## src/rtl/reg_write_port_arbiter_pkg.sv

```systemverilog
`default_nettype none
// ============================================================================
// Module   : reg_write_port_arbiter_pkg
// Purpose  : Shared register-file types plus the write-port arbiter state type.
// Revision : 1.0 - initial release
// ============================================================================
package reg_write_port_arbiter_pkg;

    localparam int WORD       = 32;
    localparam int ADDR_WIDTH = 4;

    typedef enum logic {
        RF_WRITE_DIS = 1'b0,
        RF_WRITE_EN  = 1'b1
    } reg_file_write_sig;

    typedef enum logic [1:0] {
        IDLE  = 2'd0,
        WAIT  = 2'd1,
        FORCE = 2'd2
    } arb_state_t;

endpackage
`default_nettype wire

```

## src/rtl/reg_write_port_arbiter_mc_write_fifo.sv

```systemverilog
`default_nettype none
// ============================================================================
// Module   : mc_write_fifo
// Purpose  : Synchronous FIFO for queued multi-cycle {addr, data} writes.
// Revision : 1.0 - initial release
// ============================================================================
module mc_write_fifo #(
    parameter int DEPTH = 4,
    parameter int WIDTH = 36
) (
    input  logic                     clk,
    input  logic                     rst,
    input  logic                     i_push,
    input  logic [WIDTH-1:0]         i_push_data,
    input  logic                     i_pop,
    output logic                     o_full,
    output logic                     o_empty,
    output logic [WIDTH-1:0]         o_head,
    output logic [$clog2(DEPTH):0]   o_count
);

    localparam int                 c_ptr_w = $clog2(DEPTH);
    localparam logic [c_ptr_w:0]   c_full  = DEPTH[c_ptr_w:0];

    logic [WIDTH-1:0]   r_mem [DEPTH];
    logic [c_ptr_w-1:0] r_rd_ptr;
    logic [c_ptr_w-1:0] r_wr_ptr;
    logic [c_ptr_w:0]   r_count;
    logic               w_do_push;
    logic               w_do_pop;

    // A push into a full FIFO is legal when the head leaves in the same cycle.
    assign w_do_push = i_push && (!o_full || i_pop);
    assign w_do_pop  = i_pop && !o_empty;

    always_ff @(posedge clk) begin
        if (rst) begin
            r_rd_ptr <= '0;
            r_wr_ptr <= '0;
            r_count  <= '0;
        end else begin
            if (w_do_push) r_wr_ptr <= r_wr_ptr + 1'b1;
            if (w_do_pop)  r_rd_ptr <= r_rd_ptr + 1'b1;
            case ({w_do_push, w_do_pop})
                2'b10:   r_count <= r_count + 1'b1;
                2'b01:   r_count <= r_count - 1'b1;
                default: r_count <= r_count;
            endcase
        end
    end

    always_ff @(posedge clk) begin
        if (w_do_push) r_mem[r_wr_ptr] <= i_push_data;
    end

    assign o_full  = (r_count == c_full);
    assign o_empty = (r_count == '0);
    assign o_head  = r_mem[r_rd_ptr];
    assign o_count = r_count;

endmodule
`default_nettype wire

```

## src/rtl/reg_write_port_arbiter.sv

```systemverilog
`default_nettype none
// ============================================================================
// Module   : reg_write_port_arbiter
// Purpose  : Shares the register-file write port between write-back (priority)
//            and a FIFO of multi-cycle writes with forced-drain anti-starvation.
//            Optional macro REG_WR_ARB_PENDING_MASK_EN builds pending_mask_o.
// Revision : 1.0 - initial release
// ============================================================================
module reg_write_port_arbiter
    import reg_write_port_arbiter_pkg::*;
#(
    parameter int MC_FIFO_DEPTH = 4,
    parameter int MAX_WAIT      = 3
) (
    input  logic                       clk,
    input  logic                       rst,
    input  reg_file_write_sig          wb_write_en_i,
    input  logic [ADDR_WIDTH-1:0]      wb_addr_i,
    input  logic [WORD-1:0]            wb_data_i,
    input  logic                       mc_valid_i,
    output logic                       mc_ready_o,
    input  logic [ADDR_WIDTH-1:0]      mc_addr_i,
    input  logic [WORD-1:0]            mc_data_i,
    output logic                       wb_stall_o,
    output reg_file_write_sig          rf_write_en_o,
    output logic [ADDR_WIDTH-1:0]      rf_addr_o,
    output logic [WORD-1:0]            rf_data_o,
    output logic                       mc_pending_o,
    output logic [2**ADDR_WIDTH-1:0]   pending_mask_o
);

    localparam int                    c_entry_w   = ADDR_WIDTH + WORD;
    localparam int                    c_cnt_w     = $clog2(MC_FIFO_DEPTH) + 1;
    localparam int                    c_wait_w    = $clog2(MAX_WAIT + 1);
    localparam logic [c_wait_w-1:0]   c_wait_last = c_wait_w'(MAX_WAIT - 1);
    localparam logic [c_cnt_w-1:0]    c_one       = c_cnt_w'(1);

    arb_state_t             r_state;
    logic [c_wait_w-1:0]    r_wait_cnt;
    logic                   r_wb_stall;

    logic                   w_full;
    logic                   w_empty;
    logic [c_entry_w-1:0]   w_head;
    logic [c_cnt_w-1:0]     w_count;
    logic                   w_wb_req;
    logic                   w_wb_grant;
    logic                   w_pop;
    logic                   w_push;
    logic                   w_last;

    mc_write_fifo #(
        .DEPTH (MC_FIFO_DEPTH),
        .WIDTH (c_entry_w)
    ) u_fifo (
        .clk         (clk),
        .rst         (rst),
        .i_push      (w_push),
        .i_push_data ({mc_addr_i, mc_data_i}),
        .i_pop       (w_pop),
        .o_full      (w_full),
        .o_empty     (w_empty),
        .o_head      (w_head),
        .o_count     (w_count)
    );

    assign w_wb_req = (wb_write_en_i == RF_WRITE_EN);
    assign w_last   = (w_count == c_one);

    // Reset suppresses every port write so queued entries can never leak out.
    always_comb begin
        w_wb_grant = 1'b0;
        w_pop      = 1'b0;
        if (!rst) begin
            case (r_state)
                IDLE:    w_wb_grant = w_wb_req;
                WAIT:    begin
                    w_wb_grant = w_wb_req;
                    w_pop      = !w_wb_req;
                end
                FORCE:   w_pop = 1'b1;
                default: w_pop = 1'b0;
            endcase
        end
    end

    assign mc_ready_o = !w_full || w_pop;
    assign w_push     = mc_valid_i && mc_ready_o;

    always_comb begin
        rf_write_en_o = RF_WRITE_DIS;
        rf_addr_o     = '0;
        rf_data_o     = '0;
        if (w_pop) begin
            rf_write_en_o = RF_WRITE_EN;
            {rf_addr_o, rf_data_o} = w_head;
        end else if (w_wb_grant) begin
            rf_write_en_o = RF_WRITE_EN;
            rf_addr_o     = wb_addr_i;
            rf_data_o     = wb_data_i;
        end
    end

    // The counter holds losses already taken; the MAX_WAIT-th loss forces a drain.
    always_ff @(posedge clk) begin
        if (rst) begin
            r_state    <= IDLE;
            r_wait_cnt <= '0;
            r_wb_stall <= 1'b0;
        end else begin
            r_wb_stall <= 1'b0;
            case (r_state)
                IDLE: begin
                    r_wait_cnt <= '0;
                    if (w_push) r_state <= WAIT;
                end
                WAIT: begin
                    if (w_wb_req) begin
                        r_wait_cnt <= r_wait_cnt + 1'b1;
                        if (r_wait_cnt == c_wait_last) begin
                            r_state    <= FORCE;
                            r_wb_stall <= 1'b1;
                        end
                    end else begin
                        r_wait_cnt <= '0;
                        if (w_last && !w_push) r_state <= IDLE;
                    end
                end
                FORCE: begin
                    r_wait_cnt <= '0;
                    r_state    <= (w_last && !w_push) ? IDLE : WAIT;
                end
                default: begin
                    r_wait_cnt <= '0;
                    r_state    <= IDLE;
                end
            endcase
        end
    end

    assign wb_stall_o   = r_wb_stall;
    assign mc_pending_o = !w_empty;

`ifdef REG_WR_ARB_PENDING_MASK_EN
    for (genvar g_r = 0; g_r < 2**ADDR_WIDTH; g_r++) begin : g_pending
        logic [c_cnt_w-1:0] r_occ;
        logic               w_inc;
        logic               w_dec;

        assign w_inc = w_push && (mc_addr_i == ADDR_WIDTH'(g_r));
        assign w_dec = w_pop && (w_head[c_entry_w-1:WORD] == ADDR_WIDTH'(g_r));

        always_ff @(posedge clk) begin
            if (rst) begin
                r_occ <= '0;
            end else if (w_inc && !w_dec) begin
                r_occ <= r_occ + 1'b1;
            end else if (w_dec && !w_inc) begin
                r_occ <= r_occ - 1'b1;
            end
        end

        assign pending_mask_o[g_r] = |r_occ;
    end
`else
    assign pending_mask_o = '0;
`endif

endmodule
`default_nettype wire

```

## config.mk

```make
export PLATFORM = sky130hd
export DESIGN_NAME = reg_write_port_arbiter
export DESIGN_NICKNAME = d
export VERILOG_FILES = /design/src/rtl/reg_write_port_arbiter_pkg.sv /design/src/rtl/reg_write_port_arbiter_mc_write_fifo.sv /design/src/rtl/reg_write_port_arbiter.sv
export SDC_FILE = /design/constraint.sdc
export NUM_CORES = 1
export LEC_CHECK = 0
export BUFFER_PORTS_ARGS = -buffer_cell sky130_fd_sc_hd__buf_2
export CORE_MARGIN = 2
export CORE_UTILIZATION = 50
export DETAILED_ROUTE_END_ITERATION = 6
export GPL_TIMING_DRIVEN = 1
export PLACE_DENSITY = 0.76
export SYNTH_ARGS = -nofsm -noshare
export SYNTH_HDL_FRONTEND = slang
export SYNTH_SLANG_ARGS = --single-unit
```

## constraint.sdc

```tcl
create_clock -name clk -period 2.8 [get_ports clk]
set_input_delay 0.42 -clock clk [delete_from_list [all_inputs] [get_ports clk]]
set_output_delay 0.42 -clock clk [all_outputs]
set_load 0.02 [all_outputs]
```

==> key figures <==
Logic synthesis
  • Post-Syn Area: 0.00664 mm²
  • Commonest cells in the netlist: 144 x edfxtp_1, 74 x nand2_1, 37 x nand3_1, 36 x mux4_2, 16 x buf_4
  • Syn avg cell area: 15.9 µm²
  • Flops & latches, synth: 158
  • Syn. warnings: 0
  • Top-count cell post-synth: edfxtp_1
  • FFs w/ async S/R, synth: 0
  • Post-synth top area cell: edfxtp_1
  • Seq/Total Area, Yosys: 0.694
  • Number of enable flip-flop cells after synthesis: 144
  • Synthesized instance count: 417
  • Area contributors post-synth: edfxtp_1 65%, mux4_2 12%, dfxtp_1 4.2%
  • Most used flip-flop cell after synthesis: edfxtp_1
  • Post-synth cell types: 37
  • Share of Yosys cell area claimed by the top area cell type: 0.651

Final layout
  • Util after Layout: 0.614
  • Area occupied by multi-input gates: 0.00187 mm²
  • Share of cells above drive strength 1: 0.367
  • N_diodes: 0
  • Sequential cell area: 0.00461 mm²
  • Nets: 630
  • Layout fillers: 964
  • Post-route cell area: 0.00803 mm²
  • Area growth syn-to-layout: 21.0%

Timing
  • Setup TNS: 0 ns
  • Relative slew slack: 0.638
  • Fin crit period: 2.73 ns
  • Final Hold Vio Count: 0
  • # setup viols final: 0
  • Fmax: 367 MHz
  • Worst clock skew: 0.00742 ns
  • Final Slew Violations: 0
  • Worst slew pin tran: 0.543 ns
  • WHS: 0.215 ns
  • Tcrit/Tclk final: 0.974

Placement
  • Routability congestion estimate: 0.774
  • IO Port Bufs: 115
  • Post-DP HPWL: 7970 µm
  • Placed cell area: 0.00745 mm²

Route
  • Routed Antenna Nets: 0
  • Final WL: 13200 µm
  • DR vias: 3915
  • DR iter-0 viols: 276
  • Avg Vias per Cell: 5.37
  • DRC violations left: 0
  • TritonRoute pass-1 iters: 5
  • Routed len/inst: 18.1 µm

Setup path
  • Flop2flop setup slack: 0.29 ns
  • Crit-path max cell delay: 0.40 ns
  • Critical R2R Launch: r_state[1]$_SDFFE_PP0P_
  • Slowest cell on the critical path: dfxtp_1
  • Crit-path max FO: 41
  • Critical Path Start Type: flip-flop
  • Worst Setup Path Type: reg2out
  • FF-to-FF path depth: 9
  • Worst EP arrival: 2.31 ns
  • Critical Path RT: 2.38 ns
  • Critical path endpoint category: output port
  • Reg2reg end: u_fifo.o_count[2]$_SDFFE_PP0P_
  • Crit-path cells: inv_1 -> ha_1 -> nor2b_1 -> o21ai_4 -> clkbuf_8 -> nand3_1 -> nand2_1 -> buf_2

CTS
  • Sink Count: 158
  • CTS buffer count: 17
  • Clk root buf: clkbuf_16
  • Worst-path clk slew: 0.06 ns
  • CTS HTree Levels: 4
  • CTS tree: yes
  • Worst skew pair latency: 0.42 ns
  • Clock Path Buffers: 2

Pwr
  • Leak Pwr: 3.07 nW
  • Pwr dens: 706 mW/mm²
  • Peak supply drop: 478 µV

Floorplanning
  • Area of the die: 0.0142 mm²
  • Die height: 119 µm
  • Die Width: 119 µm
  • Standard-cell row count: 42
  • # IOs: 132
  • Core area: 0.0131 mm²
  • Starting Density: 0.507

Global route
  • Total global routing overflow: 0
  • GRT Total Usage: 0.195
  • Pin count of the biggest net entering global routing: 42
  • First-pass GRT wire length: 20400 µm
  • Antenna violations before repair: 2
  • Vias in the first global route: 3988

Worst hold path
  • Hold Path Class: in2reg
  • Hold Path Depth: 1
  • Hold endpoint: u_fifo.r_mem[2][21]$_DFFE_PP_
  • Min-Delay Startpoint: mc_data_i[21]

Run
  • Max-cap viol count: 0

Outcome
  • Status: complete, no violations
per-stage QoR:
step           total power [W]  worst slack (ns)  std cells
2_1_floorplan          0.00328            0.0952        432
3_3_place_gp           0.00351             0.319        696
3_5_place_dp           0.00354             0.190        696
4_1_cts                0.00571            0.0274        728
5_1_grt                0.00587           -0.0135        729
6_report               0.00567            0.0733        729
worst max-delay path by stage:
stage                            start                              to  cells past startpoint
4_1_cts        r_state[1]$_SDFFE_PP0P_                    rf_data_o[2]                      8
5_1_grt        r_state[1]$_SDFFE_PP0P_                   rf_data_o[12]                      8
3_5_place_dp   r_state[1]$_SDFFE_PP0P_  u_fifo.o_count[2]$_SDFFE_PP0P_                      9
6_report       r_state[1]$_SDFFE_PP0P_                    rf_data_o[9]                      8
3_3_place_gp   r_state[1]$_SDFFE_PP0P_  u_fifo.o_count[2]$_SDFFE_PP0P_                      9
2_1_floorplan  r_state[1]$_SDFFE_PP0P_    u_fifo.r_mem[2][0]$_DFFE_PP_                      6
state kept, by name, indices dropped and copies added, names as in the netlist, named ones only:
register	count
u_fifo.r_mem	144
wb_stall_o	1
u_fifo.o_count	3
u_fifo.r_wr_ptr	2
r_wait_cnt	2
r_state	2
u_fifo.r_rd_ptr	2
cells by family after synthesis:
logic type,Yosys count,synth area share
adders and majority gates,14,0.0264
DFF,158,0.694
muxes,41,0.130
buffers and inverters,48,0.0375
other,1,0.000565
xor gates and xnor gates,2,0.00264
AOI/OAI and AO/OA,15,0.0162
and+or+nand+nor,138,0.0931
cells in the final DEF, fill, tap and decap left out, types with 3 or more instances in the layout:
| cell | netlist | routed |
|---|---|---|
| buf_12 | 0 | 6 |
| inv_1 | 11 | 11 |
| edfxtp_1 | 144 | 144 |
| buf_4 | 16 | 4 |
| a21oi_1 | 4 | 4 |
| mux4_2 | 36 | 36 |
| clkinv_2 | 0 | 4 |
| ha_1 | 14 | 14 |
| nor2_1 | 8 | 8 |
| clkbuf_16 | 0 | 17 |
| nand3_1 | 37 | 37 |
| and2_2 | 0 | 4 |
| nor2b_1 | 3 | 3 |
| nand2_1 | 74 | 74 |
| conb_1 | 1 | 16 |
| clkbuf_1 | 12 | 3 |
| mux2i_1 | 3 | 3 |
| buf_2 | 7 | 115 |
| dfxtp_1 | 14 | 12 |
| nand2b_1 | 4 | 4 |
power by group:
part | switching, W | leakage, nW | total (W) | internal, W
logic | 0.000464 | 1.37 | 0.000759 | 0.000295
registers | 0.0000409 | 1.44 | 0.00274 | 0.00270
clock network | 0.000864 | 0.269 | 0.00217 | 0.00130
final cells by class:
cell class / count / area share
clock buffer: 20 / 0.0544
inverter: 11 / 0.00514
clock inverter: 12 / 0.0150
multi-input combinational: 226 / 0.232
timing repair buffer: 126 / 0.0921
sequential: 158 / 0.574
tap: 176 / 0.0274
timing repair:
action | 4_1_cts | 5_1_grt
endpoints found under the setup margin | 2 | 31
gates cloned | 0 | 0
setup buffers | 0 | 1
hold buffers | 0 | 0
gates resized for setup | 1 | 2
pin swaps | 0 | 0
critical path, delay by kind of cell, from the launching register on:
family                     cells  cell delay, ns
buffers and inverters          3            0.62
DFF                            1            0.40
adders and majority gates      1            0.26
and+or+nand+nor                3            0.45
AOI/OAI and AO/OA              1            0.15
layer usage:
| layer | global-route usage | vias up | wire length (µm) |
|---|---|---|---|
| met5 | 0 | - | 20 |
| met4 | 0.0707 | 4 | 188 |
| met3 | 0.0623 | 20 | 956 |
| met2 | 0.323 | 171 | 6770 |
| met1 | 0.241 | 1933 | 5270 |
| li1 | - | 1787 | - |
(Power assumes the default switching activity.)
